[config.mk]
export PLATFORM = sky130hd
export DESIGN_NAME = fwd_hazard_ctrl
export DESIGN_NICKNAME = d
export VERILOG_FILES = /design/src/rtl/fwd_hazard_ctrl.sv
export SDC_FILE = /design/constraint.sdc
export NUM_CORES = 1
export LEC_CHECK = 0
export BUFFER_PORTS_ARGS = -buffer_cell sky130_fd_sc_hd__buf_2
export CAP_MARGIN = 20
export CORE_MARGIN = 2
export CORE_UTILIZATION = 46
export CTS_CLUSTER_DIAMETER = 120
export DETAILED_ROUTE_END_ITERATION = 16
export PLACE_DENSITY_LB_ADDON = 0.2
export SLEW_MARGIN = 20
export SYNTH_ARGS = -nofsm -noshare
export SYNTH_HDL_FRONTEND = slang
export SYNTH_SLANG_ARGS = --single-unit
[constraint.sdc]
create_clock -name clk -period 1.7 [get_ports clk]
set_clock_uncertainty 0.15 [all_clocks]
set_input_delay 0.425 -clock clk [delete_from_list [all_inputs] [get_ports clk]]
set_output_delay 0.425 -clock clk [all_outputs]
set_load 0.01 [all_outputs]
[src/rtl/fwd_hazard_ctrl.sv]
// EX-stage forwarding-select and load-use hazard controller for the pipelined CPU.
// Define HAZ_PERF_CNT_EN to add saturating stall_cnt / fwd_cnt event counters.
module fwd_hazard_ctrl #(
    parameter int REG_W    = 5,
    parameter int ZERO_REG = 31
) (
    input  logic             clk,
    input  logic             rst_n,
    input  logic             freeze,
    input  logic             flush,
    input  logic             id_valid,
    input  logic [REG_W-1:0] id_rn,
    input  logic             id_rn_used,
    input  logic [REG_W-1:0] id_rm,
    input  logic             id_rm_used,
    input  logic [REG_W-1:0] id_rd,
    input  logic             id_regwrite,
    input  logic             id_memread,
    output logic             stall,
    output logic             ex_a_fwd,
    output logic             ex_a_src,
    output logic             ex_b_fwd,
    output logic             ex_b_src
`ifdef HAZ_PERF_CNT_EN
    ,
    output logic [31:0]      stall_cnt,
    output logic [31:0]      fwd_cnt
`endif
);

    localparam logic [REG_W-1:0] ZR = REG_W'(ZERO_REG);

    // A source hits a slot when the slot writes a real register that the source reads.
    function automatic logic src_hit(input logic             valid,
                                     input logic             regwrite,
                                     input logic [REG_W-1:0] rd,
                                     input logic             used,
                                     input logic [REG_W-1:0] idx);
        return valid && regwrite && (rd != ZR) && used && (idx == rd);
    endfunction

    // The WB record is not kept: nothing that has left MEM is forwarded into EX.
    logic             ex_valid_r, ex_regwrite_r, ex_memread_r;
    logic [REG_W-1:0] ex_rd_r;
    logic             mem_valid_r, mem_regwrite_r, mem_memread_r;
    logic [REG_W-1:0] mem_rd_r;

    logic a_ex_hit_s, a_mem_hit_s, b_ex_hit_s, b_mem_hit_s;
    logic ex_load_s, stall_s;
    logic a_fwd_nxt_s, a_src_nxt_s, b_fwd_nxt_s, b_src_nxt_s;

    // Hazard detection and next-cycle forwarding selects from the pre-edge slots.
    always_comb begin
        a_ex_hit_s  = src_hit(ex_valid_r,  ex_regwrite_r,  ex_rd_r,  id_rn_used, id_rn);
        a_mem_hit_s = src_hit(mem_valid_r, mem_regwrite_r, mem_rd_r, id_rn_used, id_rn);
        b_ex_hit_s  = src_hit(ex_valid_r,  ex_regwrite_r,  ex_rd_r,  id_rm_used, id_rm);
        b_mem_hit_s = src_hit(mem_valid_r, mem_regwrite_r, mem_rd_r, id_rm_used, id_rm);
        ex_load_s   = ex_valid_r && ex_regwrite_r && ex_memread_r && (ex_rd_r != ZR);
        if (id_valid && ex_load_s && !flush && !freeze) begin
            stall_s = a_ex_hit_s || b_ex_hit_s;
        end else begin
            stall_s = 1'b0;
        end
        // A load leaving MEM delivers its data on the memory output, not on WriteData.
        if (id_valid) begin
            a_fwd_nxt_s = a_ex_hit_s || a_mem_hit_s;
            a_src_nxt_s = !a_ex_hit_s && a_mem_hit_s && !mem_memread_r;
            b_fwd_nxt_s = b_ex_hit_s || b_mem_hit_s;
            b_src_nxt_s = !b_ex_hit_s && b_mem_hit_s && !mem_memread_r;
        end else begin
            a_fwd_nxt_s = 1'b0;
            a_src_nxt_s = 1'b0;
            b_fwd_nxt_s = 1'b0;
            b_src_nxt_s = 1'b0;
        end
    end

    assign stall = stall_s;

    // Slot shift register and registered forwarding selects.
    always_ff @(posedge clk or negedge rst_n) begin
        if (!rst_n) begin
            ex_valid_r     <= 1'b0;
            ex_regwrite_r  <= 1'b0;
            ex_memread_r   <= 1'b0;
            ex_rd_r        <= {REG_W{1'b0}};
            mem_valid_r    <= 1'b0;
            mem_regwrite_r <= 1'b0;
            mem_memread_r  <= 1'b0;
            mem_rd_r       <= {REG_W{1'b0}};
            ex_a_fwd       <= 1'b0;
            ex_a_src       <= 1'b0;
            ex_b_fwd       <= 1'b0;
            ex_b_src       <= 1'b0;
        end else if (!freeze) begin
            mem_valid_r    <= ex_valid_r;
            mem_regwrite_r <= ex_regwrite_r;
            mem_memread_r  <= ex_memread_r;
            mem_rd_r       <= ex_rd_r;
            if (flush || stall_s) begin
                ex_valid_r    <= 1'b0;
                ex_regwrite_r <= 1'b0;
                ex_memread_r  <= 1'b0;
                ex_a_fwd      <= 1'b0;
                ex_a_src      <= 1'b0;
                ex_b_fwd      <= 1'b0;
                ex_b_src      <= 1'b0;
            end else begin
                ex_valid_r    <= id_valid;
                ex_regwrite_r <= id_regwrite;
                ex_memread_r  <= id_memread;
                ex_rd_r       <= id_rd;
                ex_a_fwd      <= a_fwd_nxt_s;
                ex_a_src      <= a_src_nxt_s;
                ex_b_fwd      <= b_fwd_nxt_s;
                ex_b_src      <= b_src_nxt_s;
            end
        end
    end

`ifdef HAZ_PERF_CNT_EN
    logic accept_fwd_s;
    assign accept_fwd_s = id_valid && !flush && !stall_s && (a_fwd_nxt_s || b_fwd_nxt_s);

    // Saturating event counters; freeze already forces stall_s low.
    always_ff @(posedge clk or negedge rst_n) begin
        if (!rst_n) begin
            stall_cnt <= 32'd0;
            fwd_cnt   <= 32'd0;
        end else if (!freeze) begin
            if (stall_s && (stall_cnt != 32'hFFFF_FFFF)) begin
                stall_cnt <= stall_cnt + 32'd1;
            end
            if (accept_fwd_s && (fwd_cnt != 32'hFFFF_FFFF)) begin
                fwd_cnt <= fwd_cnt + 32'd1;
            end
        end
    end
`endif

endmodule

* After elaboration in Yosys (flattened, before gate mapping)
Cells that the tools add are included.
Word-level totals: input port bits 24, word-level logic and storage cells 63, output and inout port bits 5, register bits after elaboration 20
Operators by class: reductions and logical operators 31, multiplexer cells 12, equality and inequality tests 6, bitwise operators 2
Operators with widths (number):
- 1-bit logical AND | 21
- 5-bit equality test | 4
- 1-bit 2-to-1 mux | 12
- 5-bit inequality test (second input constant) | 2
- 1-bit logical NOT | 5
- 1-bit logical OR | 4
- 1-bit inverter | 2
- 2-bit AND reduction | 1

* Logic depth before layout (Yosys ltp)
Gate-level depths: netlist (run 1).
word-level depth 10, mapped depth 5, gate-level depth less buffers 5

* Worst setup path before layout (run 1)
No wires, ideal clock.
kind reg-to-output, start point register ex_rd_r[4], end point output port stall, stages on the path, launching flop included 6, path buffers 0, arrival time 1.497 ns, data required time 1.125 ns, setup slack -0.372 ns, cell sequence dfrtp_1 xnor2_1 nand4_1 o32ai_1 nand2_1 nor3_1
On the way: word-level cells in the longest chain between the ends 6, elaborated cells between the ends (all ways) 14, classes of those cells 3 x eq/ne; 1 x mux; 10 x reduce/logical
RTL lines:
- start: declaration | line 44 | logic [REG_W-1:0] ex_rd_r;
- start signal: assignment | line 86 | ex_rd_r <= {REG_W{1'b0}};
- start signal: assignment | line 112 | ex_rd_r <= id_rd;
- 5-bit inequality test | line 39, 58
- 1-bit logical AND (on tied branches) | line 39, 58
- 1-bit logical AND (on tied branches) (2 in series) | line 39, 59
- 1-bit logical OR or 1-bit logical AND (tied branches) | line 60, 59
- 1-bit 2-to-1 mux * | line 59 | if (id_valid && ex_load_s && !flush && !freeze) begin
- end: declaration | line 19 | output logic stall,
Mark *: on every way between the ends. The rest lies on a longest branch, timed or not.

* Final worst setup path (run 1)
Ends and elaborated chain as after synthesis.

==> results of run 1 <==
## final cells by class
| type | count | area share [%] |
|---|---|---|
| timing repair buffer | 55 | 22.3 |
| tap | 28 | 2.16 |
| inverter | 1 | 0.232 |
| sequential | 20 | 31.1 |
| clock buffer | 4 | 2.24 |
| multi-input combinational | 69 | 42.0 |
## power by group through the flow
stage,registers [W],logic (W),clock network [W]
2_1_floorplan,0.000590,0.000167,0
3_3_place_gp,0.000604,0.000274,0
3_5_place_dp,0.000608,0.000288,0
4_1_cts,0.000600,0.000314,0.000278
5_1_grt,0.000612,0.000380,0.000298
6_report,0.000605,0.000353,0.000274
## routing by layer
metal / vias up / track usage, %
li1: 453 / -
met1: 475 / 28.2
met2: 20 / 41.3
met3: 4 / 2.86
met4: 0 / 9.40
met5: - / 0
## per-stage QoR
| step | worst slack, ps | std cells | total power, W |
|---|---|---|---|
| 2_1_floorplan | -201 | 92 | 0.000757 |
| 3_3_place_gp | -368 | 168 | 0.000878 |
| 3_5_place_dp | -436 | 168 | 0.000896 |
| 4_1_cts | -617 | 175 | 0.00119 |
| 5_1_grt | -707 | 177 | 0.00129 |
| 6_report | -632 | 177 | 0.00123 |
## worst paths after layout
check / startpoint / endpoint / slack, ps / cells after the start
setup / recovery: ex_rd_r[4] / stall / -630 / 6
hold / removal: id_memread / ex_memread_r / 190 / 2
setup reg to reg: ex_rd_r[3] / ex_rd_r[3] / -450 / 9
hold reg to reg: ex_b_src / ex_b_src / 350 / 1
max in group asynchronous: rst_n / ex_rd_r[2] / 640 / 2
min in group asynchronous: rst_n / ex_valid_r / 430 / 2
## cell usage in the layout, fill, tap and decap left out, types with 3 or more instances in the layout
cell type,n
mux2_2,11
clkbuf_4,3
buf_4,22
xnor2_2,3
buf_6,4
a22o_1,3
a32o_1,3
nand4_1,4
nand2_1,7
buf_2,28
dfrtp_1,18
xor2_1,10
xnor2_1,7
## state kept, by name, indices dropped and copies added (netlist names)
name            count
ex_regwrite_r       1
mem_memread_r       1
mem_valid_r         1
ex_a_fwd            1
ex_valid_r          1
ex_b_fwd            1
mem_regwrite_r      1
ex_memread_r        1
ex_b_src            1
mem_rd_r            5
ex_a_src            1
ex_rd_r             5
## logic make-up after synthesis
family | count (synthesis)
xor+xnor | 20
mux | 13
compound gates | 11
buf+inv | 3
flops | 20
simple gates | 25
## timing repair
item	in CTS	in global routing
endpoints found under the hold margin	20	0
gates resized for setup	8	12
pin swaps	12	6
hold buffers	1	0
buffers inserted	3	2
setup endpoints to repair	13	13
==> qor.yml, run 1 <==
power:
  p_switching_w: 0.000362
  p_int_w: 0.000870
  swShare_pct: 29.4
  vdd_drop_max_uv: 641
  powerDensity_nw_per_um2: 761
  pwr-share-clk_pct: 22.3
  comb_power_share_pct: 28.7
  power_leakage_nw: 0.756
  p_seq_share_pct: 49.1
finish:
  antennaDiodeCount: 0
  multi_input_area_um2: 681
  drive_gt1_share_pct: 58.4
  fin_util_pct: 72.5
  nets: 174
  regArea_um2: 503
  fillCellCount: 174
  syn_to_final_growth_pct: 48.6
  final_area_um2: 1620
global_route:
  gr-total-overflow: 0
  grt_max_degree: 21
  grt_pass1_vias: 989
  grt_pass1_wl_mm: 4.52
  track_usage_pct: 23.2
  antenna_found_initial: 0
yosys:
  seq_area_frac_synth_pct: 45.9
  synth_edf_count: 0
  synthSimpleGateAreaFrac_pct: 13.9
  synth.mux.area_fraction_pct: 13.4
  synth_warnings: 0
  async_flop_share_pct: 100
  synth_top_family_by_area: "XOR/XNOR gates"
  synth.largest_area_cell: "dfrtp_1"
  synth_fp_nets: 116
  synth_area_um2: 1090
  ys_top_cells_by_area: "dfrtp_1 (46%), mux2_2 (13%), xnor2_1 (8.0%), xor2_1 (8.0%), a32o_1 (2.8%)"
  synth_cells: 92
  yosysMostFrequentCell: "dfrtp_1"
  synth_ff_type: "dfrtp_1"
  yosys.area_share.adder_pct: 0
  synth.distinct_cells: 25
  syn_area_per_cell_um2: 11.8
  synth-compound-area-share_pct: 9.64
  ys_seq_elements: 20
  synth_xor_area_share_pct: 16.1
  synth_top_cell_area_share_pct: 45.9
  synth_common_cells: "dfrtp_1 (20), mux2_2 (13), xnor2_1 (10), xor2_1 (10), nand2_1 (7)"
routing:
  wirelength_mm: 2.87
  wl_per_cell_um: 16.2
  postRouteAntennaNets: 0
  drt_iter0_drc: 11
  firstDrtPassIters: 4
  vias: 952
  met2_wirelength_mm: 1.48
  route.detailed.drc: 0
  vias_per_cell: 5.38
  top_layer: "met4"
  drt-met1-wl_mm: 1.25
  route.met3.wl_um: 106
timing:
  finalHoldViolations: 0
  hold_ws_ps: 190
  worstMarginPinSlew_ps: 460
  setup_viol: 13
  finalSetupTns_ps: -4960
  period_share_pct: 137
  period_needed_ps: 2330
  rsz0062_at_grt: "yes"
  fmax_ghz: 0.429
  final_max_slew_viol_count: 0
  worst_slack_ps: -632
  slew_headroom_pct: 68.9
setup_path:
  required_ps: 1120
  crit_type: "reg -> out"
  arrival_ps: 1760
  cp-end-kind: "output port"
  critPathMaxFanout: 3
  crit_slowest_cell: "dfrtp_1"
  path_cells: "xnor2_1 -> nand4_1 -> o32ai_2 -> nand2_1 -> nor3_2 -> buf_2"
  path_delay_family: "flip-flops"
  startpoint_type: "flip-flop"
  cp_num_buf_inv: 1
  cp_slowest_stage_delay_ps: 440
cts:
  numClockSinks: 20
  worstSkewPairLatency_ps: 300
  cts_buffers: 3
  clk_pin_slew_ps: 110
  cts_root_buffer: "clkbuf_4"
  htree_num_levels: 1
  tritoncts: "done"
  clockBufferDepth: 2
floorplan:
  ios: 29
  initial_core_util_pct: 48.8
  design.core.area_um2: 2230
  die_area_um2: 2770
  die_width_um: 52.7
  die_y_um: 52.7
  fp-row-count: 17
place:
  placed_area_um2: 1440
  dp_hpwl_mm: 2.11
  portBuffers: 28
  globalplace.congestion: 0.783
job:
  drv_cap: 0
hold_path:
  hold_path_class: "in -> reg"
outcome:
  status: "finished, violations left"
  violations: "negative setup slack"
No activity file was read; power rests on OpenSTA's default activity.
==> run 2, diff against run 1 <==
Settings changed: CORE_UTILIZATION 46 to 51.
Clock period 1.7 ns to 2.23 ns, I/O delays scaled along.
==> qor.yml, run 2 (synthesized netlist as in run 1, its figures left out) <==
outcome:
  status: "finished, violations left"
  violations: "negative setup slack"
finish:
  drive_gt1_share_pct: 54.5  # -3.8 points
  antennaDiodeCount: 0  # unchanged
  top_regs: "ex_rd_r: 5 flops, mem_rd_r: 5 flops"
  final_cell_mix: "buf_2 (28), buf_4 (22), dfrtp_1 (17)"
  nets: 169  # -2.9%
  fin_util_pct: 75.1  # +2.6 points
  syn_to_final_growth_pct: 36.6
  final_common_cell: "buf_2"
setup_path:
  crit_slowest_cell: "dfrtp_2"
  cp_slowest_stage_delay_ps: 460  # +20 ps
  cp-end-kind: "output port"
  startpoint: "ex_rd_r[2]"
  arrival_ps: 1730  # -30 ps
  r2r-end: "ex_rd_r[0]"
  path_cells: "and3_1 -> a31oi_2 -> and3_4 -> nand2_1 -> nor3_2 -> buf_2"
  crit_end: "stall"
  startpoint_type: "flip-flop"
  crit_type: "reg -> out"
  timing.rr.start: "ex_rd_r[1]"
  rr_worst_depth: 8  # -1
  rrSetupSlack_ps: 90  # +540 ps
  critPathMaxFanout: 5  # +2
  required_ps: 1520  # +400 ps
routing:
  postRouteAntennaNets: 0  # unchanged
  wl_per_cell_um: 14.2  # -13%
  firstDrtPassIters: 4  # unchanged
  route.detailed.drc: 0  # unchanged
  vias_per_cell: 5.22  # -2.9%
  wirelength_mm: 2.41  # -16%
  drt_iter0_drc: 5  # -6
  vias: 888  # -6.7%
floorplan:
  die_width_um: 50.2  # -4.7%
  die_y_um: 50.2  # -4.7%
  design.core.area_um2: 1980  # -11%
  fp-row-count: 16  # -1
  ios: 29  # unchanged
  initial_core_util_pct: 55.0  # +6.2 points
  die_area_um2: 2520  # -9.1%
global_route:
  grt_pass1_wl_mm: 3.91  # -14%
  gr-total-overflow: 0  # unchanged
  grt_pass1_vias: 875  # -12%
  track_usage_pct: 20.8  # -2.4 points
  antenna_found_initial: 0  # unchanged
  grt_max_degree: 21  # unchanged
power:
  power_leakage_nw: 0.705  # -6.7%
  finalPower_w: 0.000865  # -30%
  powerDensity_nw_per_um2: 581  # -24%
  vdd_drop_max_uv: 474  # -26%
timing:
  worst_slack_ps: -204  # +428 ps
  finalSetupTns_ps: -204  # +4750 ps
  worstMarginPinSlew_ps: 451  # -9.16 ps
  rsz0062_at_grt: "yes"
  setup_viol: 1  # -12
  finalHoldViolations: 0  # unchanged
  hold_ws_ps: 35.4  # -155 ps
  period_needed_ps: 2430
  final_max_slew_viol_count: 0  # unchanged
  slew_headroom_pct: 70.0  # +1.0 points
  period_share_pct: 109
  fmax_ghz: 0.411
cts:
  worstSkewPairLatency_ps: 300  # about the same
  clk_pin_slew_ps: 110  # about the same
  cts_root_buffer: "clkbuf_4"
  clockBufferDepth: 2  # unchanged
  cts_buffers: 3  # unchanged
  htree_num_levels: 1  # unchanged
  tritoncts: "done"
  numClockSinks: 20  # unchanged
place:
  dp_hpwl_mm: 1.83  # -13%
  globalplace.congestion: 0.794  # +1.5%
  portBuffers: 28  # unchanged
job:
  drv_cap: 0  # unchanged
hold_path:
  hold_path_class: "in -> async"
## run 2: worst min path at each step
| stage | startpoint | end | slack [ps] |
|---|---|---|---|
| final | rst_n | ex_rd_r[3] | 40 |
| after global routing | rst_n | mem_valid_r | 60 |
| after CTS | rst_n | mem_regwrite_r | 50 |
| after detailed placement | ex_a_fwd | ex_a_fwd | 320 |
| after global placement | ex_a_src | ex_a_src | 320 |
| after floorplan | rst_n | ex_a_fwd | 110 |
## run 2: layer usage
metal	up-vias	routed length, µm	GRT usage [%]
met1	424	1030	23.8
met4	0	13	5.56
met2	19	1270	38.6
met3	2	87	4.46
met5	-	0	0
li1	443	-	-
## run 2: per-stage QoR
step | setup WS [ps] | instance area [µm²] | instances
2_1_floorplan | 16.8 | 1100 | 92
3_3_place_gp | -89.0 | 1380 | 160
3_5_place_dp | -160 | 1380 | 160
4_1_cts | -217 | 1430 | 166
5_1_grt | -342 | 1490 | 170
6_report | -204 | 1490 | 170
## run 2: cell type report
| type | instances | area [µm²] |
|---|---|---|
| clock buffers | 3 | 22.5 |
| fillers | 137 | 493 |
| inverters | 1 | 3.75 |
| multi-input cells | 69 | 619 |
| flip-flops and latches | 20 | 504 |
| well taps | 27 | 33.8 |
| repair buffers | 50 | 305 |
## run 2: worst max-delay path: cells and delay by family, from the launching register on
kind | cells | cell delay [ps]
compound gates | 1 | 210
buf+inv | 1 | 150
flops | 1 | 460
simple gates | 4 | 600
## run 2: report_power, final
part / internal [W] / total [W] / switching, W
combinational: 0.000143 / 0.000235 / 0.0000919
clock: 0.0000629 / 0.000173 / 0.000111
sequential: 0.000405 / 0.000457 / 0.0000517
total: 0.000611 / 0.000865 / 0.000254
## run 2: timing repair
item / CTS / global route
resized for setup: 3 / 5
pin swaps: 6 / 5
endpoints found under the setup margin: 1 / 7
setup buffers: 3 / 4
hold buffers: 0 / 0
